`config.mk`:
```
export PLATFORM = sky130hd
export DESIGN_NAME = load_store_unit
export DESIGN_NICKNAME = d
export VERILOG_FILES = /design/src/rtl/load_store_unit.sv
export SDC_FILE = /design/constraint.sdc
export NUM_CORES = 1
export LEC_CHECK = 0
export ABC_AREA = 1
export BUFFER_PORTS_ARGS = -buffer_cell sky130_fd_sc_hd__buf_2
export CORE_MARGIN = 1
export CORE_UTILIZATION = 54
export CTS_BUF_LIST = sky130_fd_sc_hd__clkbuf_8
export CTS_CLUSTER_DIAMETER = 120
export DETAILED_ROUTE_END_ITERATION = 10
export GPL_ROUTABILITY_DRIVEN = 0
export HOLD_SLACK_MARGIN = 0.1
export PLACE_DENSITY = 0.87
export SLEW_MARGIN = 15
export SYNTH_ARGS = -nofsm -noshare
export SYNTH_HDL_FRONTEND = slang
export SYNTH_SLANG_ARGS = --single-unit
```
`constraint.sdc`:
```
create_clock -name clk -period 5.8 [get_ports clk]
set_clock_uncertainty 0.15 [all_clocks]
set_input_delay 1.74 -clock clk [delete_from_list [all_inputs] [get_ports clk]]
set_output_delay 1.74 -clock clk [all_outputs]
set_load 0.005 [all_outputs]
```
`src/rtl/load_store_unit.sv`:
```
// Memory-access stage: takes decoded loads/stores from execute, drives a
// req/gnt/rvalid data-memory port and returns extended load data to write-back.
module load_store_unit #(
  parameter int ADDR_WIDTH    = 32,
  parameter bit MISALIGN_TRAP = 1'b1
) (
  input  logic                  clk,
  input  logic                  rst,
  input  logic                  ex_valid,
  input  logic                  ex_is_load,
  input  logic                  ex_is_store,
  input  logic [2:0]            ex_funct3,
  input  logic [31:0]           ex_addr,
  input  logic [31:0]           ex_wdata,
  input  logic [4:0]            ex_rd,
  input  logic                  flush,
  output logic                  lsu_ready,
  output logic                  lsu_busy,
  output logic                  dmem_req,
  output logic                  dmem_we,
  output logic [ADDR_WIDTH-1:0] dmem_addr,
  output logic [3:0]            dmem_be,
  output logic [31:0]           dmem_wdata,
  input  logic                  dmem_gnt,
  input  logic                  dmem_rvalid,
  input  logic [31:0]           dmem_rdata,
  output logic                  wb_valid,
  output logic [4:0]            wb_rd,
  output logic [31:0]           wb_data,
  output logic                  lsu_misaligned,
  output logic                  lsu_illegal,
  output logic [31:0]           lsu_fault_addr
);

  // Handshake: dmem_req/addr/be/we/wdata stay stable from the first REQ cycle
  // until the cycle dmem_gnt is seen high; dmem_rvalid only counts in WAIT states.
  typedef enum logic [1:0] {IDLE, REQ, WAIT, WAIT_DISCARD} state_e;

  state_e                state_q;
  logic                  dmem_req_q, dmem_we_q;
  logic [ADDR_WIDTH-1:0] dmem_addr_q;
  logic [3:0]            dmem_be_q;
  logic [31:0]           dmem_wdata_q;
  logic                  wb_valid_q;
  logic [4:0]            wb_rd_q;
  logic [31:0]           wb_data_q;
  logic                  misaligned_q, illegal_q;
  logic [31:0]           fault_addr_q;
  logic                  is_load_q;
  logic [2:0]            funct3_q;
  logic [1:0]            lane_q;
  logic [4:0]            rd_q;

  logic                  accept;
  logic                  illegal_op;
  logic                  misaligned_op;
  logic [1:0]            size;
  logic [1:0]            lane_d;
  logic [3:0]            be_d;
  logic [31:0]           wdata_d;
  logic [31:0]           shifted;
  logic [31:0]           load_data;

  assign lsu_ready = (state_q == IDLE);
  assign lsu_busy  = (state_q != IDLE) ||
                     (ex_valid && (ex_is_load || ex_is_store) && lsu_ready);
  assign accept    = (state_q == IDLE) && ex_valid &&
                     (ex_is_load || ex_is_store) && !flush;

  always_comb begin
    size   = ex_funct3[1:0];
    lane_d = ex_addr[1:0];
    // Natural alignment; only has an effect when misaligned accesses are not trapped.
    if (size == 2'b01) begin
      lane_d[0] = 1'b0;
    end else if (size != 2'b00) begin
      lane_d = 2'b00;
    end
    misaligned_op = ((size == 2'b01) && ex_addr[0]) ||
                    ((size == 2'b10) && (ex_addr[1:0] != 2'b00));
    illegal_op = (ex_is_load && ex_is_store) ||
                 (ex_is_load && ((ex_funct3 == 3'b011) || (ex_funct3 == 3'b110) ||
                                 (ex_funct3 == 3'b111))) ||
                 (ex_is_store && (ex_funct3 >= 3'b011));
    case (size)
      2'b00:   begin be_d = 4'b0001 << lane_d; wdata_d = {4{ex_wdata[7:0]}};  end
      2'b01:   begin be_d = 4'b0011 << lane_d; wdata_d = {2{ex_wdata[15:0]}}; end
      default: begin be_d = 4'b1111;           wdata_d = ex_wdata;            end
    endcase
  end

  always_comb begin
    shifted = dmem_rdata >> {lane_q, 3'b000};
    case (funct3_q)
      3'b000:  load_data = {{24{shifted[7]}}, shifted[7:0]};
      3'b100:  load_data = {24'd0, shifted[7:0]};
      3'b001:  load_data = {{16{shifted[15]}}, shifted[15:0]};
      3'b101:  load_data = {16'd0, shifted[15:0]};
      default: load_data = shifted;
    endcase
  end

  always_ff @(posedge clk) begin
    if (rst) begin
      state_q      <= IDLE;
      dmem_req_q   <= 1'b0;
      dmem_we_q    <= 1'b0;
      dmem_addr_q  <= '0;
      dmem_be_q    <= 4'd0;
      dmem_wdata_q <= 32'd0;
      wb_valid_q   <= 1'b0;
      wb_rd_q      <= 5'd0;
      wb_data_q    <= 32'd0;
      misaligned_q <= 1'b0;
      illegal_q    <= 1'b0;
      fault_addr_q <= 32'd0;
      is_load_q    <= 1'b0;
      funct3_q     <= 3'd0;
      lane_q       <= 2'd0;
      rd_q         <= 5'd0;
    end else begin
      wb_valid_q   <= 1'b0;
      misaligned_q <= 1'b0;
      illegal_q    <= 1'b0;
      case (state_q)
        IDLE: begin
          if (accept) begin
            if (illegal_op) begin
              illegal_q    <= 1'b1;
              fault_addr_q <= ex_addr;
            end else if (MISALIGN_TRAP && misaligned_op) begin
              misaligned_q <= 1'b1;
              fault_addr_q <= ex_addr;
            end else begin
              state_q      <= REQ;
              dmem_req_q   <= 1'b1;
              dmem_we_q    <= ex_is_store;
              dmem_addr_q  <= {ex_addr[ADDR_WIDTH-1:2], 2'b00};
              dmem_be_q    <= be_d;
              dmem_wdata_q <= wdata_d;
              is_load_q    <= ex_is_load;
              funct3_q     <= ex_funct3;
              lane_q       <= lane_d;
              rd_q         <= ex_rd;
            end
          end
        end
        REQ: begin
          // A grant wins over a same-cycle flush: the access already happened.
          if (dmem_gnt) begin
            dmem_req_q <= 1'b0;
            if (!is_load_q) begin
              state_q <= IDLE;
            end else if (flush) begin
              state_q <= WAIT_DISCARD;
            end else begin
              state_q <= WAIT;
            end
          end else if (flush) begin
            dmem_req_q <= 1'b0;
            state_q    <= IDLE;
          end
        end
        WAIT: begin
          if (dmem_rvalid) begin
            state_q <= IDLE;
            if (!flush) begin
              wb_valid_q <= 1'b1;
              wb_data_q  <= load_data;
              wb_rd_q    <= rd_q;
            end
          end else if (flush) begin
            state_q <= WAIT_DISCARD;
          end
        end
        WAIT_DISCARD: begin
          if (dmem_rvalid) begin
            state_q <= IDLE;
          end
        end
        default: state_q <= IDLE;
      endcase
    end
  end

  assign dmem_req       = dmem_req_q;
  assign dmem_we        = dmem_we_q;
  assign dmem_addr      = dmem_addr_q;
  assign dmem_be        = dmem_be_q;
  assign dmem_wdata     = dmem_wdata_q;
  assign wb_valid       = wb_valid_q;
  assign wb_rd          = wb_rd_q;
  assign wb_data        = wb_data_q;
  assign lsu_misaligned = misaligned_q;
  assign lsu_illegal    = illegal_q;
  assign lsu_fault_addr = fault_addr_q;

endmodule

```
* Word-level counts from Yosys, hierarchy flattened
Cells that the tools add are included.
Storage, ports and cells: flip-flop bits (word level) 153, word-level logic and storage cells 106, input port bits 112
Operators by class: shift-type cells 3, reductions and logical operators 34, multiplexer cells 28, eq/ne operators 17, magnitude comparators 1, bitwise operators 7
Operator list (count):
- $pmux W32 S4 | 1
- $mux W32 | 2
- $pmux W32 S2 | 1
- $shr A32 B5 Y32 | 1
- $mux W2 | 10
- $eq A3 B3 Y1 const B | 4
- $mux W1 | 11
- $logic_and A1 B1 Y1 | 10
- $reduce_bool A2 Y1 | 5
- $pmux W2 S4 | 1
- $pmux W4 S2 | 1
- $logic_or A1 B1 Y1 | 7
- $not A1 Y1 | 7
- $eq A2 B2 Y1 const B | 3
- $ne A2 B2 Y1 const B | 3
- $ne A3 B3 Y1 const B | 2
- $reduce_and A3 Y1 | 2
- $reduce_and A6 Y1 | 1
- $reduce_or A3 Y1 | 2
- $reduce_and A5 Y1 | 1
- $eq A2 B1 Y1 const B | 2
- $logic_not A2 Y1 | 2
- $reduce_and A4 Y1 | 1
- $reduce_or A4 Y1 | 1
- other kinds (9) | 9

* Longest topological paths before layout
word-level depth 9, mapped depth 10

* Worst setup path before layout
OpenSTA, ideal clock, no wires.
kind input port to output port, start point input port ex_is_load, end point output port lsu_busy, data required time 3.910 ns, setup slack 1.907 ns, cell stages on the path 4, path buffers 0, arrival time 2.003 ns, cell sequence inv_1 > nand2_1 > nand2_1 > nand2_1
Between the ends: word-level cells in the longest chain between the ends 4
RTL lines:
- from (decl) | RTL line 10 | input logic ex_is_load,
- $logic_or A1 B1 Y1 | RTL line 66 | (ex_valid && (ex_is_load || ex_is_store) && lsu_ready);
- $logic_and A1 B1 Y1 (2 in series) | RTL line 66
- $logic_or A1 B1 Y1 | RTL line 65 | assign lsu_busy = (state_q != IDLE) ||
- to (decl) | RTL line 18 | output logic lsu_busy,
Every way passes these cells.

* Worst setup path in the final report
start point input port ex_is_store, end point output port lsu_busy
Between the ends: word-level cells in the longest chain between the ends 4
RTL lines:
- from (decl) | RTL line 11 | input logic ex_is_store,
- $logic_or A1 B1 Y1 | RTL line 66
- $logic_and A1 B1 Y1 (2 in series) | RTL line 66
- $logic_or A1 B1 Y1 | RTL line 65
Every way passes these cells.

==> flow_summary.json <==
{
  "reg2reg_setup_slack_ns": 2.66,
  "list_of_cells_traversed_by_the_critical_path": "buf_2 -> inv_2 -> nand2_1 -> nand2_1 -> nand2_1 -> buf_2",
  "crit-reg2reg-launch": "lane_q[0]",
  "worst_path_dominant_cell_family": "simple AND/OR/NAND/NOR gates",
  "crit_start": "ex_is_store",
  "grt_first_pass_wirelength_mm": 30.5,
  "synth_top_flop_cell": "sky130_fd_sc_hd__dfxtp_1",
  "layout_worst_path_cycle_share_pct": 73.6,
  "portBuffers": 253,
  "timing.max_slew.rel_slack_pct": 42.7,
  "insertedDiodeCount": 0,
  "htreeDepth": 4,
  "tritoncts": "yes",
  "crit_fanout": 3,
  "synthesis.instances": 958,
  "leakage_power_uw": 0.00438,
  "synth.distinct_cells": 25,
  "synth.cell_area_sq_um": 6510,
  "dr_total_vias": 6935,
  "initial_core_util_pct": 56.3,
  "die_area_sq_um": 12500,
  "netlist_top_cells_count": "sky130_fd_sc_hd__nor2_1, sky130_fd_sc_hd__nand2_1, sky130_fd_sc_hd__dfxtp_1",
  "crit_end": "lsu_busy",
  "critical_path_required_ns": 3.91,
  "setup-tns-final_ns": 0,
  "detailed_place.area_sq_um": 7740,
  "die_h_um": 112,
  "synth_area_leader_cell": "sky130_fd_sc_hd__dfxtp_1",
  "result_of_the_run": "finished with violations",
  "critical_path.most_common_cell": "sky130_fd_sc_hd__nand2_1",
  "vias_in_the_first_global_route": 6293,
  "start_to_end_type_of_the_worst_setup_path": "input port to output pin",
  "post_cts.repair.setup_buffers": 0,
  "clock_pin_slew_of_the_registers_on_the_worst_case_setup_and_hold_paths_ns": 0.08,
  "dp.final_hpwl_mm": 13.4,
  "number_of_filler_instances_in_the_final_layout": 1044,
  "crit_arrival_ns": 2.38,
  "layout-drive-gt1-share_pct": 25.4,
  "power.ir.vdd_worst_mv": 0.155,
  "final-instance-count-excl-fill": 1332,
  "number_of_enable_flip_flop_cells_after_synthesis": 0,
  "max_freq_mhz": 234,
  "timing.critical_path.slowest_stage_cell": "sky130_fd_sc_hd__nand2_1",
  "wirelength_mm": 18.9,
  "cts-root-to-sink-buffers": 2,
  "post_cts.resized_instances": 0,
  "synthMostInstantiatedCell": "sky130_fd_sc_hd__nor2_1",
  "critPathCaptureType": "output pin",
  "rr_endpoint": "wb_data[23]",
  "groute.usage.overall_pct": 30.6,
  "violations": "DRC",
  "cellPowerDensity_nw_per_um2": 255,
  "grt_antenna_before_repair": 0,
  "coreArea_sq_um": 11600,
  "detail_route.iter0.violations": 548,
  "design.portCount": 256,
  "setup_viol": 0,
  "cts-hold-fix-buffers": 0,
  "die_span_x_um": 112,
  "critPathMaxStageDelay_ns": 0.17,
  "area.growth.synth_to_final_pct": 24.3,
  "post_synth.cell_area_avg_sq_um": 6.79,
  "synth-warning-count": 0,
  "clock-root-buffer": "sky130_fd_sc_hd__clkbuf_8",
  "max_cap_viol_count": 0,
  "globalRoute.totalOverflow": 0,
  "post_drt_via_cell_ratio": 5.21,
  "final_net_count": 1288,
  "timing.critical_path.from_type": "input port",
  "standard_cell_rows": 39,
  "worst-slew-pin-transition_ns": 0.858,
  "cp.depth": 6,
  "period_minus_slack_ns": 4.27,
  "grt_max_degree": 55,
  "drt-wirelength-per-cell_um": 14.2,
  "seq_area_frac_synth_pct": 47.1,
  "drc_errors": 12,
  "insertion_delay_ns": 0.45,
  "worstHoldPathType": "register to register",
  "dr.pass1.iters": 8,
  "grt_setup_unrepaired": "false",
  "dp.cells": 1300,
  "timing_hold_violations_final": 0,
  "number_of_buffers_created_by_cts": 17,
  "drv_slew": 0,
  "ys_ff_latch": 153,
  "count_of_clock_tree_sinks": 153,
  "synth-async-reset-ratio_pct": 0,
  "reg2reg_depth": 8,
  "yosys-top-cells-area": "sky130_fd_sc_hd__dfxtp_1, sky130_fd_sc_hd__nor2_1, sky130_fd_sc_hd__nand2_1, sky130_fd_sc_hd__o21ai_0, sky130_fd_sc_hd__a21oi_1",
  "critical_path_buf_inv_count": 3,
  "ant_nets": 0,
  "netlist.area_leader.share_pct": 47.1,
  "finish.instance_area_sq_um": 8090
}
area by class of cell:
| type | count | area [sq um] | area share (%) |
|---|---|---|---|
| Multi-Input combinational cell | 691 | 2980 | 36.9 |
| Tap cell | 143 | 179 | 2.21 |
| Clock buffer | 19 | 262 | 3.23 |
| Timing Repair Buffer | 260 | 1320 | 16.3 |
| Clock inverter | 13 | 81.3 | 1.01 |
| Sequential cell | 153 | 3060 | 37.9 |
| Inverter | 53 | 199 | 2.46 |
layout by cell type, fill, tap and decap left out, types with 7 or more instances in the layout:
cell and count:
sky130_fd_sc_hd__nor2_1 267, sky130_fd_sc_hd__dfxtp_1 153, sky130_fd_sc_hd__buf_2 253, sky130_fd_sc_hd__nand3_1 29, sky130_fd_sc_hd__o211ai_1 14, sky130_fd_sc_hd__nand2_1 189
sky130_fd_sc_hd__buf_4 7, sky130_fd_sc_hd__o21ai_0 99, sky130_fd_sc_hd__clkbuf_8 19, sky130_fd_sc_hd__o31ai_1 8, sky130_fd_sc_hd__a21oi_1 46, sky130_fd_sc_hd__o21ai_1 25
sky130_fd_sc_hd__inv_1 50
worst min path at each step:
stage | slack (ns) | depth (start not counted) | from | end
floorplan | 0.29 | 2 | dmem_req | dmem_req
global placement | 0.29 | 2 | dmem_req | dmem_req
detailed placement | 0.29 | 2 | dmem_req | dmem_req
CTS | 0.30 | 2 | dmem_req | dmem_req
global route | 0.33 | 2 | dmem_we | dmem_we
finish | 0.30 | 2 | dmem_req | dmem_req
power by group:
group	internal, uW	leakage, uW	switching (uW)	total [uW]
clock network	315	0.000191	397	712
logic	95.2	0.00295	149	245
registers	1090	0.00124	20.3	1110
total	1500	0.00438	567	2060
through the flow:
stage               hold slack [ns]  power [uW]  utilization (%)  setup slack, ns
floorplan                     0.294        1260                -             1.91
global placement              0.285        1370             66.9             1.44
detailed placement            0.292        1370             66.9             1.33
CTS                           0.304        2070             69.9             1.54
global route                  0.325        2160             69.9             1.48
finish                        0.302        2060             69.9             1.53
routing by layer:
layer / vias to the layer above / global-route usage, % / part of all wire [%]
met4: 0 / 14.3 / 3.1
met1: 3105 / 37.1 / 40
met5: - / 0 / 0
met3: 52 / 7.46 / 7.8
met2: 304 / 51.1 / 49
li1: 3474 / - / -
state kept, by name, indices dropped and copies added, names as in the netlist:
name,cells
dmem_wdata,32
lsu_fault_addr,32
wb_data,32
dmem_addr,30
rd_q,5
wb_rd,5
dmem_be,4
funct3_q,3
lane_q,2
state_q,2
dmem_req,1
dmem_we,1
is_load_q,1
lsu_illegal,1
lsu_misaligned,1
wb_valid,1
worst min-delay path: stages, from the launching register on:
cell and delay [ns]:
sky130_fd_sc_hd__dfxtp_1 0.31, sky130_fd_sc_hd__inv_1 0.05, sky130_fd_sc_hd__a21oi_1 0.05
kinds of logic after synthesis:
group	synth area share, %
buffers and inverters	7.29
AOI/OAI and AO/OA	16.0
DFF	47.1
and+or+nand+nor	29.6
other	0.0576
No activity file was read; power rests on OpenSTA's default activity.
